## config.mk

```make
export PLATFORM = sky130hd
export DESIGN_NAME = sipo_word_receiver_flat
export DESIGN_NICKNAME = d
export VERILOG_FILES = /design/src/rtl/sipo_word_receiver_if.sv /design/src/rtl/sipo_word_receiver.sv /design/src/flat_wrapper.sv
export SDC_FILE = /design/constraint.sdc
export NUM_CORES = 1
export LEC_CHECK = 0
export ABC_AREA = 1
export CORE_UTILIZATION = 35
export CTS_BUF_LIST = sky130_fd_sc_hd__clkbuf_8
export DETAILED_ROUTE_END_ITERATION = 16
export PLACE_DENSITY = 0.57
export SKIP_CTS_REPAIR_TIMING = 1
export SLEW_MARGIN = 20
export SYNTH_ARGS = -nofsm -noshare
export SYNTH_HDL_FRONTEND = slang
export SYNTH_SLANG_ARGS = --single-unit
```

## constraint.sdc

```tcl
create_clock -name clk -period 1.7 [get_ports clk]
set_input_delay 0.17 -clock clk [delete_from_list [all_inputs] [get_ports clk]]
set_output_delay 0.17 -clock clk [all_outputs]
set_load 0.005 [all_outputs]
```

## src/rtl/sipo_word_receiver_if.sv

```systemverilog
// Bundle of the serial-in and word-out handshake signals of the SIPO word receiver.
// The slave modport is the receiver; the master modport is the bit source and word consumer.
interface sipo_word_receiver_if #(
  parameter int N = 8
);
  localparam int CW = $clog2(N);

  logic          ser_in;
  logic          ser_valid;
  logic          sync;
  logic          dir;
  logic [N-1:0]  word_out;
  logic          word_valid;
  logic          word_ready;
  logic [CW-1:0] bit_cnt;
  logic          overrun;
  logic          ovr_clr;

  modport slave (
    input  ser_in, ser_valid, sync, dir, word_ready, ovr_clr,
    output word_out, word_valid, bit_cnt, overrun
  );

  modport master (
    output ser_in, ser_valid, sync, dir, word_ready, ovr_clr,
    input  word_out, word_valid, bit_cnt, overrun
  );
endinterface

```

## src/rtl/sipo_word_receiver.sv

```systemverilog
// Serial-to-parallel receiver: rebuilds N-bit words MSB- or LSB-first into a
// one-deep valid/ready output buffer, with a sticky overrun flag for dropped words.
module sipo_word_receiver #(
  parameter int N = 8
) (
  input logic                 clk,
  input logic                 rst_n,
  sipo_word_receiver_if.slave bus
);
  localparam int CW = $clog2(N);
  localparam logic [CW-1:0] LAST = CW'(N - 1);

  logic [N-1:0]  shreg;
  logic [CW-1:0] bit_cnt;
  logic          dir_q;
  logic [N-1:0]  word_out;
  logic          word_valid;
  logic          overrun;

  logic          dir_eff;
  logic [N-1:0]  base;
  logic [N-1:0]  shifted;
  logic          complete;
  logic          accept_word;
  logic          drop_word;

  // A sync restarts the word from a cleared register, so its bit is bit 0.
  always_comb begin
    dir_eff     = dir_q;
    base        = shreg;
    shifted     = shreg;
    complete    = 1'b0;
    accept_word = 1'b0;
    drop_word   = 1'b0;

    if (bus.sync || bit_cnt == '0)
      dir_eff = bus.dir;
    if (bus.sync)
      base = '0;

    if (dir_eff)
      shifted = {bus.ser_in, base[N-1:1]};
    else
      shifted = {base[N-2:0], bus.ser_in};

    complete    = bus.ser_valid && !bus.sync && (bit_cnt == LAST);
    accept_word = complete && (!word_valid || bus.word_ready);
    drop_word   = complete && word_valid && !bus.word_ready;
  end

  always_ff @(posedge clk or negedge rst_n) begin
    if (!rst_n) begin
      shreg      <= '0;
      bit_cnt    <= '0;
      dir_q      <= 1'b0;
      word_out   <= '0;
      word_valid <= 1'b0;
      overrun    <= 1'b0;
    end else begin
      if (bus.ser_valid) begin
        shreg <= shifted;
        if (bus.sync || bit_cnt == '0)
          dir_q <= bus.dir;
      end else if (bus.sync) begin
        shreg <= '0;
      end

      if (bus.sync)
        bit_cnt <= bus.ser_valid ? CW'(1) : '0;
      else if (complete)
        bit_cnt <= '0;
      else if (bus.ser_valid)
        bit_cnt <= bit_cnt + CW'(1);

      if (accept_word) begin
        word_out   <= shifted;
        word_valid <= 1'b1;
      end else if (word_valid && bus.word_ready) begin
        word_valid <= 1'b0;
      end

      // Set beats clear when both land on the same edge.
      if (drop_word)
        overrun <= 1'b1;
      else if (bus.ovr_clr)
        overrun <= 1'b0;
    end
  end

  assign bus.word_out   = word_out;
  assign bus.word_valid = word_valid;
  assign bus.bit_cnt    = bit_cnt;
  assign bus.overrun    = overrun;
endmodule

```

## src/flat_wrapper.sv

```systemverilog
// flat-port wrapper written by rule: the top's interface ports become plain ports
module sipo_word_receiver_flat 
#(
  parameter int N = 8
)
  (clk, rst_n, bus_ser_in, bus_ser_valid, bus_sync, bus_dir, bus_word_ready, bus_ovr_clr, bus_word_out, bus_word_valid, bus_bit_cnt, bus_overrun);
  sipo_word_receiver_if #(.N(N)) bus_i ();
  input logic clk;
  input logic rst_n;
  input wire logic [$bits(bus_i.ser_in)-1:0] bus_ser_in;
  input wire logic [$bits(bus_i.ser_valid)-1:0] bus_ser_valid;
  input wire logic [$bits(bus_i.sync)-1:0] bus_sync;
  input wire logic [$bits(bus_i.dir)-1:0] bus_dir;
  input wire logic [$bits(bus_i.word_ready)-1:0] bus_word_ready;
  input wire logic [$bits(bus_i.ovr_clr)-1:0] bus_ovr_clr;
  output wire logic [$bits(bus_i.word_out)-1:0] bus_word_out;
  output wire logic [$bits(bus_i.word_valid)-1:0] bus_word_valid;
  output wire logic [$bits(bus_i.bit_cnt)-1:0] bus_bit_cnt;
  output wire logic [$bits(bus_i.overrun)-1:0] bus_overrun;
  assign bus_i.ser_in = bus_ser_in;
  assign bus_i.ser_valid = bus_ser_valid;
  assign bus_i.sync = bus_sync;
  assign bus_i.dir = bus_dir;
  assign bus_i.word_ready = bus_word_ready;
  assign bus_i.ovr_clr = bus_ovr_clr;
  assign bus_word_out = bus_i.word_out;
  assign bus_word_valid = bus_i.word_valid;
  assign bus_bit_cnt = bus_i.bit_cnt;
  assign bus_overrun = bus_i.overrun;
  sipo_word_receiver #(.N(N)) u_core (.clk(clk), .rst_n(rst_n), .bus(bus_i));
endmodule
```

==> reports/metrics.csv, run 1 <==
stage,metric,value,unit
run_status,status,"complete, no violations",
logic_synthesis,synth_area,1142,sq um
clocking,clock-sinks,22,
logic_synthesis,syn_inst,135,
clocking,cts_buffer_depth,2,
critical_path,crit_slowest_cell,dfrtp_1,
timing,timing.fmax,702.7,MHz
logic_synthesis,synth_cell_types,18,
die,die_w,59.13,microns
timing,tightest_slew,0.2863,ns
cells_and_area,final_util,46.79,%
timing,finalHoldViolations,0,
cells_and_area,drive_gt1_share,12.03,%
clocking,clk_latency,0.26,ns
timing,setup_viol,0,
die,die_h,59.13,microns
grt,grtUsageTotal,15.84,%
logic_synthesis,synth_nets,146,
timing,min_period_over_period,83.71,%
drt,ant_nets,0,
critical_path,cp_cell_sequence,inv_1 > ha_1 > nand2_2 > nand2_2 > nand2_2 > nand3_1 > nand3_1 > nand2_1,
clocking,cts_root_buf,clkbuf_8,
critical_path,cp-end-kind,register,
logic_synthesis,ys_seq_elements,22,
placement,dp.cells,198,
grt,globalRoute.totalOverflow,0,
timing,finalSetupTns,0,ns
logic_synthesis,synth_area_per_cell,8.462,sq um
critical_path,max_stage_delay,0.39,ns
cells_and_area,area_growth,26.07,%
placement,port_buffers,20,
cells_and_area,stdcell_count,202,
drt,drt_iter0_drc,45,
pwr,peakVddDrop,378.3,uV
die,pin_count,21,
cells_and_area,antennaDiodeCount,0,
grt,grt_pass1_vias,901,
timing,rsz0062_at_grt,no,
die,dieArea,3496,sq um
drt,vias,997,
timing,clock_skew,0.004547,ns
logic_synthesis,ys_warn_count,0,
clocking,cts_tree,built,
grt,antenna_found_initial,0,
timing,final.min_clock_period,1.423,ns
clocking,htreeDepth,1,
drt,wire_per_inst,11.92,microns
grt,grt_first_pass_wirelength,4071,microns
drt,drc,0,
placement,post-dp-hpwl,1788,microns
logic_synthesis,seq_area_frac_synth,48.19,%
die,core_area,3078,sq um
cells_and_area,final_nets,170,
timing,slew_headroom,80.91,%
critical_path,critPathLaunchType,register,
die,start_util,37.11,%
pwr,p_leak,0.7184,nW
worst_hold_path,min_path_type,input port to asynchronous set/reset pin,
die,core.rowCount,20,
clocking,numCtsBuffers,3,
critical_path,cp.arrival,1.59,ns
drt,wirelength,2407,microns
grt,grt_max_degree,24,
drt,dr.pass1.iters,5,
pwr,total_power,0.001206,W
drt,routed_via_density,4.936,
pwr,power_density,837.4,nW/um^2
clocking,clk_pin_slew,0.08,ns
timing,slew_violations,0,
critical_path,worstSetupPathType,register to register,
flow_run,max_cap_viol_count,0,
critical_path,cp.required,1.86,ns
critical_path,crit_top_cell,nand2_2,
placement,gp_congestion,0.8968,
critical_path,cp_max_fo,8,
==> report_power, final <==
part           internal [W]  leakage, nW  total, W  switching, W
logic             0.0000994        0.394  0.000238      0.000139
registers          0.000565        0.296  0.000590     0.0000251
clock network      0.000207       0.0288  0.000378      0.000171
==> cells in the final DEF, fill, tap and decap left out, types with 3 or more instances in the layout <==
cell type	synthesis	final
nand2_1	36	36
inv_1	10	10
nand3_1	41	41
ha_1	3	3
nand2_2	5	5
clkbuf_8	0	4
clkdlybuf4s50_1	0	20
dfrtp_1	22	22
o22ai_1	3	3
==> cells by family after synthesis <==
| family | share of synthesized area (%) |
|---|---|
| DFF | 48.19 |
| and+or+nand+nor | 38.45 |
| AOI/OAI and AO/OA | 2.957 |
| buffers and inverters | 7.119 |
| adders and majority gates | 3.286 |
==> final timing paths <==
check	start	to	slack (ns)	cells past startpoint
setup / recovery	u_core.bus.bit_cnt[0]$_DFFE_PN0P_	u_core.shreg[6]$_DFF_PN0_	0.28	8
setup reg to reg	u_core.bus.bit_cnt[0]$_DFFE_PN0P_	u_core.shreg[6]$_DFF_PN0_	0.28	8
min in group clk	bus_ovr_clr	u_core.bus.overrun$_DFFE_PN0P_	0.47	2
hold reg to reg	u_core.bus.word_out[3]$_DFFE_PN0P_	u_core.bus.word_out[3]$_DFFE_PN0P_	0.48	2
hold / removal	rst_n	u_core.bus.word_out[6]$_DFFE_PN0P_	0.24	2
max in group asynchronous	rst_n	u_core.bus.word_out[1]$_DFFE_PN0P_	1.23	2
==> stage by stage <==
step | area [sq um] | hold slack (ns) | setup slack, ns
finish | 1440 | 0.2431 | 0.2770
global route | 1440 | 0.2656 | 0.1128
CTS | 1440 | 0.2552 | 0.2815
detailed placement | 1385 | 0.4660 | 0.1804
global placement | 1385 | 0.4613 | 0.2017
floorplan | 1142 | -0.1256 | 0.4480
==> cell usage after synthesis <==
cell,n,share of area (%)
nand3_1,41,18
nand2_1,36,12
dfrtp_1,22,48
inv_1,10,3.3
nand2_2,5,2.7
ha_1,3,3.3
o22ai_1,3,1.6
a21oi_1,2,0.88
buf_6,2,2.0
inv_4,2,1.1
nand3_2,2,1.8
buf_2,1,0.44
inv_2,1,0.33
nand3_4,1,1.5
nor2_1,1,0.33
nor2_2,1,0.55
nor2_8,1,1.8
o21ai_1,1,0.44
==> state kept, by name (all words and copies together) (netlist names) <==
signal                 count
u_core.bus.word_valid      1
u_core.bus.overrun         1
u_core.dir_q               1
u_core.bus.bit_cnt         3
u_core.bus.word_out        8
u_core.shreg               8
==> cell type report <==
cell class	count	area (sq um)
multi-input cells	97	510.5
clock buffers	4	55.05
flip-flops and latches	22	550.5
fillers	321	1638
inverters	13	53.80
repair buffers	22	215.2
well taps	44	55.05
==> per-layer routing <==
layer	part of all wire, %	wire (microns)	GRT usage (%)	vias to the layer above
li1	-	-	-	497
met1	46	1100	20.33	460
met2	48	1145	25.16	34
met3	3.9	94	1.965	6
met4	2.7	65	10.20	0
met5	0	0	0	-
==> critical path: cells and delay by family, from the launching register on <==
family        cells  cell delay [ns]
simple gates      6             0.63
flops             1             0.39
fa+ha+maj         1             0.21
buf+inv           1             0.07
(Power assumes the default switching activity.)
==> run 2: changes to the inputs <==
--- a/config.mk
+++ b/config.mk
@@ -9,7 +9,7 @@
 export CORE_UTILIZATION = 35
 export CTS_BUF_LIST = sky130_fd_sc_hd__clkbuf_8
 export DETAILED_ROUTE_END_ITERATION = 16
-export PLACE_DENSITY = 0.57
+export PLACE_DENSITY = 0.59
 export SKIP_CTS_REPAIR_TIMING = 1
 export SLEW_MARGIN = 20
 export SYNTH_ARGS = -nofsm -noshare
==> constraint.sdc (replaced) <==
create_clock -name clk -period 1.2 [get_ports clk]
set_input_delay 0.12 -clock clk [delete_from_list [all_inputs] [get_ports clk]]
set_output_delay 0.12 -clock clk [all_outputs]
set_load 0.005 [all_outputs]
==> reports/metrics.csv, run 2 (same netlist as run 1, synthesis figures left out) <==
stage,metric,value,unit
cells_and_area,final_nets,187,
grt,antenna_found_initial,0,
drt,wirelength,2748,microns
pwr,p_leak,1.048,nW
run_status,violations,negative setup slack,
timing,final.min_clock_period,1.310,ns
cells_and_area,top_regs,"u_core.bus.word_out x8, u_core.shreg x8, u_core.bus.bit_cnt x3",
drt,vias,1057,
grt,use_met3,2.620,%
timing,setup_viol,19,
pwr,p_seq_share,42.3,%
grt,grtUsageTotal,16.10,%
grt,grt_pass1_vias,976,
grt,grt_first_pass_wirelength,4146,microns
run_status,status,"finished, violations left",
pwr,p_switching,0.0005477,W
grt,use_met1,20.38,%
critical_path,critPathLaunchType,register,
pwr,peakVddDrop,571.5,uV
critical_path,cp-end-kind,register,
cells_and_area,nFillCells,287,
die,pin_count,21,
cells_and_area,drive_gt1_share,25.71,%
drt,drc,0,
drt,dr.pass1.iters,4,
placement,port_buffers,20,
critical_path,cp_max_fo,5,
clocking,clock-sinks,22,
critical_path,cp.arrival,1.47,ns
pwr,clkPwrFrac,35.6,%
timing,tightest_slew,0.3916,ns
grt,busiest_layer,met2,
flow_run,max_cap_viol_count,0,
clocking,cts_tree,built,
timing,min_period_over_period,109.2,%
clocking,clk_pin_slew,0.08,ns
timing,timing.fmax,763.4,MHz
clocking,cts_buffer_depth,2,
timing,finalSetupTns,-1.500,ns
die,core_area,3078,sq um
clocking,numCtsBuffers,3,
cells_and_area,final_cell_mix,"nand2_1, nand3_1, dfrtp_1, buf_4, dlymetal6s2s_1",
critical_path,cp.required,1.36,ns
pwr,power_density,1147,nW/um^2
cells_and_area,area_growth,51.70,%
die,die_w,59.13,microns
clocking,htreeDepth,1,
die,dieArea,3496,sq um
timing,fin_ws,-0.1100,ns
clocking,cts_root_buf,clkbuf_8,
grt,globalRoute.totalOverflow,0,
drt,drt_iter0_drc,43,
cells_and_area,final_util,56.30,%
critical_path,worstSetupPathType,register to register,
die,start_util,37.11,%
clocking,clk_latency,0.27,ns
timing,slew_headroom,73.86,%
worst_hold_path,min_path_type,input port to asynchronous set/reset pin,
grt,grt_max_degree,23,
placement,gp_congestion,0.8730,
die,core.rowCount,20,
drt,ant_nets,0,
timing,finalHoldViolations,0,
die,die_h,59.13,microns
cells_and_area,antennaDiodeCount,0,
timing,rsz0062_at_grt,yes,
placement,post-dp-hpwl,1811,microns
pwr,p_comb_share,22.1,%
timing,clock_skew,0.002214,ns
drt,wire_per_inst,12.55,microns
pwr,intPower,0.001440,W
timing,slew_violations,0,
drt,routed_via_density,4.826,
pwr,swShare,27.56,%
critical_path,ff2ff_setup_slack,-0.11,ns
grt,met2_usage,25.81,%
-- run 2: cell types whose count changed in the layout (fill, tap and decap cells not counted), moves of 3 or more --
cell	previous run	this run
buf_4	2	16
clkdlybuf4s50_1	20	8
dlymetal6s2s_1	0	12
nand3_1	41	36
nand2_2	5	1
ha_1	3	0
nand2_4	0	3
nand3_2	2	5
-- run 2: layout make-up --
cell class	count	area, sq um	share of cell area [%]
repair buffers	37	370.4	21.37
clock inverters	1	30.03	1.733
inverters	13	56.30	3.249
clock buffers	3	41.29	2.383
well taps	44	55.05	3.177
multi-input cells	99	628.1	36.25
flip-flops and latches	22	551.8	31.84
-- run 2: worst paths after layout --
kind	startpoint	endpoint	depth (start not counted)
min	rst_n	u_core.bus.word_out[0]$_DFFE_PN0P_	2
min reg2reg	u_core.bus.word_out[4]$_DFFE_PN0P_	u_core.bus.word_out[4]$_DFFE_PN0P_	2
max	u_core.bus.bit_cnt[0]$_DFFE_PN0P_	u_core.shreg[3]$_DFF_PN0_	8
min in group clk	bus_ovr_clr	u_core.bus.overrun$_DFFE_PN0P_	2
max in group asynchronous	rst_n	u_core.bus.bit_cnt[2]$_DFFE_PN0P_	2
max reg2reg	u_core.bus.bit_cnt[0]$_DFFE_PN0P_	u_core.shreg[3]$_DFF_PN0_	8
-- run 2: routing by layer --
layer | wire length, microns | vias to the layer above
li1 | - | 532
met4 | 64 | 0
met1 | 1243 | 495
met2 | 1358 | 22
met5 | 0 | -
met3 | 81 | 8
-- run 2: stage by stage --
stage / hold WS (ns) / cell area (sq um) / std cells / setup slack (ns) / power (W)
finish: 0.1940 / 1733 / 219 / -0.1100 / 0.001987
detailed placement: 0.4679 / 1490 / 207 / -0.1445 / 0.001223
global placement: 0.4636 / 1490 / 207 / -0.1447 / 0.001217
CTS: 0.2023 / 1562 / 211 / -0.1811 / 0.001929
floorplan: -0.1756 / 1167 / 135 / -0.04976 / 0.001067
global route: 0.2181 / 1733 / 219 / -0.1910 / 0.002087
-- run 2: worst max-delay path, cell delays in order (launching register included) --
cell and delay [ns]:
dfrtp_1 0.38, inv_1 0.07, ha_2 0.19, nand2_4 0.12
nand2_8 0.09, nand2_4 0.10, nand3_1 0.09, nand3_1 0.11
nand2_1 0.06
-- run 2: power groups by stage --
| stage | Combinational [W] | Clock (W) | Sequential [W] |
|---|---|---|---|
| 3_5_place_dp | 0.000372 | 0 | 0.000851 |
| 5_1_grt | 0.000493 | 0.000748 | 0.000846 |
| 2_1_floorplan | 0.000220 | 0 | 0.000847 |
| 4_1_cts | 0.000373 | 0.000719 | 0.000837 |
| 6_report | 0.000440 | 0.000707 | 0.000840 |
| 3_3_place_gp | 0.000369 | 0 | 0.000848 |
==> run 3: changes to the inputs <==
--- a/config.mk
+++ b/config.mk
@@ -9,9 +9,8 @@
 export CORE_UTILIZATION = 35
 export CTS_BUF_LIST = sky130_fd_sc_hd__clkbuf_8
 export DETAILED_ROUTE_END_ITERATION = 16
-export PLACE_DENSITY = 0.59
+export PLACE_DENSITY = 0.57
 export SKIP_CTS_REPAIR_TIMING = 1
-export SLEW_MARGIN = 20
 export SYNTH_ARGS = -nofsm -noshare
 export SYNTH_HDL_FRONTEND = slang
 export SYNTH_SLANG_ARGS = --single-unit
==> constraint.sdc (replaced) <==
create_clock -name clk -period 1.6 [get_ports clk]
set_input_delay 0.16 -clock clk [delete_from_list [all_inputs] [get_ports clk]]
set_output_delay 0.16 -clock clk [all_outputs]
set_load 0.005 [all_outputs]
==> reports/metrics.csv, run 3 (same netlist as run 1, synthesis figures left out) <==
stage,metric,value,unit
critical_path,ff2ff_setup_slack,0.18,ns
pwr,p_seq_share,49.1,%
drt,met1_length,1171,microns
critical_path,cp.required,1.76,ns
grt,grt_max_degree,23,
drt,dr.pass1.iters,4,
grt,grt_pass1_vias,848,
die,dieArea,3496,sq um
drt,routed_via_density,4.650,
timing,setup_viol,0,
run_status,status,"complete, no violations",
drt,drc,0,
cells_and_area,layout_commonest_cell,nand3_1,
drt,ant_nets,0,
clocking,clk_pin_slew,0.08,ns
grt,antenna_found_initial,0,
clocking,cts_tree,built,
critical_path,r2r-start,u_core.bus.bit_cnt[0]$_DFFE_PN0P_,
clocking,cts_buffer_depth,2,
grt,globalRoute.totalOverflow,0,
die,die_h,59.13,microns
timing,timing.fmax,702.6,MHz
timing,final.min_clock_period,1.423,ns
drt,vias,944,
die,pin_count,21,
clocking,htreeDepth,1,
critical_path,cp_max_fo,9,
die,start_util,37.11,%
pwr,power_density,879.1,nW/um^2
timing,hold-worst-slack,0.2370,ns
cells_and_area,final_nets,171,
cells_and_area,top_regs,"u_core.bus.word_out x8, u_core.shreg x8, u_core.bus.bit_cnt x3",
timing,finalHoldViolations,0,
placement,gp_congestion,0.8111,
critical_path,cp.arrival,1.58,ns
clocking,numCtsBuffers,3,
timing,slew_headroom,81.45,%
cells_and_area,final_util,47.03,%
pwr,clkPwrFrac,31.1,%
critical_path,cp-end-kind,register,
clocking,clock-sinks,22,
critical_path,worstSetupPathType,register to register,
drt,met3_length,60,microns
pwr,p_switching,0.0003468,W
timing,finalSetupTns,0,ns
die,die_w,59.13,microns
timing,slew_violations,0,
pwr,total_power,0.001273,W
placement,port_buffers,20,
timing,min_period_over_period,88.95,%
die,core.rowCount,20,
cells_and_area,final_cell_mix,"nand3_1, nand2_1, dfrtp_1, clkdlybuf4s50_1, inv_1",
grt,grtUsageTotal,14.74,%
drt,dr_wl_met2,1000,microns
clocking,cts_root_buf,clkbuf_8,
drt,drt_iter0_drc,30,
critical_path,critPathLaunchType,register,
drt,wire_per_inst,11.15,microns
drt,top_layer,met4,
grt,grt_first_pass_wirelength,3870,microns
pwr,intPower,0.0009258,W
pwr,p_leak,0.7232,nW
timing,tightest_slew,0.2783,ns
pwr,peakVddDrop,350.3,uV
clocking,clk_latency,0.26,ns
die,core_area,3078,sq um
cells_and_area,antennaDiodeCount,0,
pwr,swShare,27.25,%
timing,rsz0062_at_grt,no,
pwr,p_comb_share,19.8,%
flow_run,max_cap_viol_count,0,
cells_and_area,area_growth,26.73,%
worst_hold_path,min_path_type,input port to asynchronous set/reset pin,
critical_path,startpoint,u_core.bus.bit_cnt[0]$_DFFE_PN0P_,
cells_and_area,drive_gt1_share,12.58,%
placement,dpl_cell_area,1393,sq um
drt,wirelength,2264,microns
placement,post-dp-hpwl,1689,microns
timing,clock_skew,0.003654,ns
cells_and_area,fin_area,1448,sq um
-- run 3: changes by cell type in the layout (fill, tap and decap cells not counted), moves of 3 or more --
cell	previous run	this run
ha_1	0	3
dlymetal6s2s_1	12	0
nand3_2	5	2
nand2_4	3	0
buf_4	16	3
nand3_1	36	41
nand2_2	1	5
clkdlybuf4s50_1	8	20
-- run 3: path summary, 6_finish.rpt --
path,cells past startpoint,endpoint
max,8,u_core.shreg[7]$_DFF_PN0_
min in group clk,2,u_core.bus.overrun$_DFFE_PN0P_
max in group asynchronous,2,u_core.bus.word_out[6]$_DFFE_PN0P_
max reg2reg,8,u_core.shreg[7]$_DFF_PN0_
min,2,u_core.bus.word_out[0]$_DFFE_PN0P_
min reg2reg,2,u_core.bus.word_out[7]$_DFFE_PN0P_
-- run 3: worst max-delay path: stages (launching register included) --
cell and delay [ns]:
dfrtp_1 0.40, inv_1 0.07, ha_1 0.21, nand2_2 0.11, nand2_2 0.07, nand2_2 0.16
nand3_1 0.12, nand3_1 0.11, nand2_1 0.06
-- run 3: area by class of cell --
class | count | area (sq um)
timing repair buffer | 23 | 222.7
fill | 310 | 1630
tap | 44 | 55.05
sequential | 22 | 550.5
clock buffer | 4 | 55.05
multi-input combinational | 97 | 510.5
inverter | 13 | 53.80
-- run 3: routing by layer --
metal	GRT usage, %	vias up
li1	-	495
met1	21.15	425
met2	22.24	20
met3	2.620	4
met4	5.102	0
met5	0	-
-- run 3: power by group through the flow --
stage          clock [W]  combinational [W]  sequential, W
2_1_floorplan          0           0.000159       0.000634
3_3_place_gp           0           0.000251       0.000637
3_5_place_dp           0           0.000254       0.000636
4_1_cts         0.000413           0.000253       0.000626
5_1_grt         0.000437           0.000287       0.000633
6_report        0.000396           0.000252       0.000625
-- run 3: per-stage QoR --
step	instances	setup WS, ns
2_1_floorplan	135	0.3480
3_3_place_gp	199	0.1630
3_5_place_dp	199	0.1690
4_1_cts	203	0.1794
5_1_grt	203	0.03830
6_report	203	0.1768
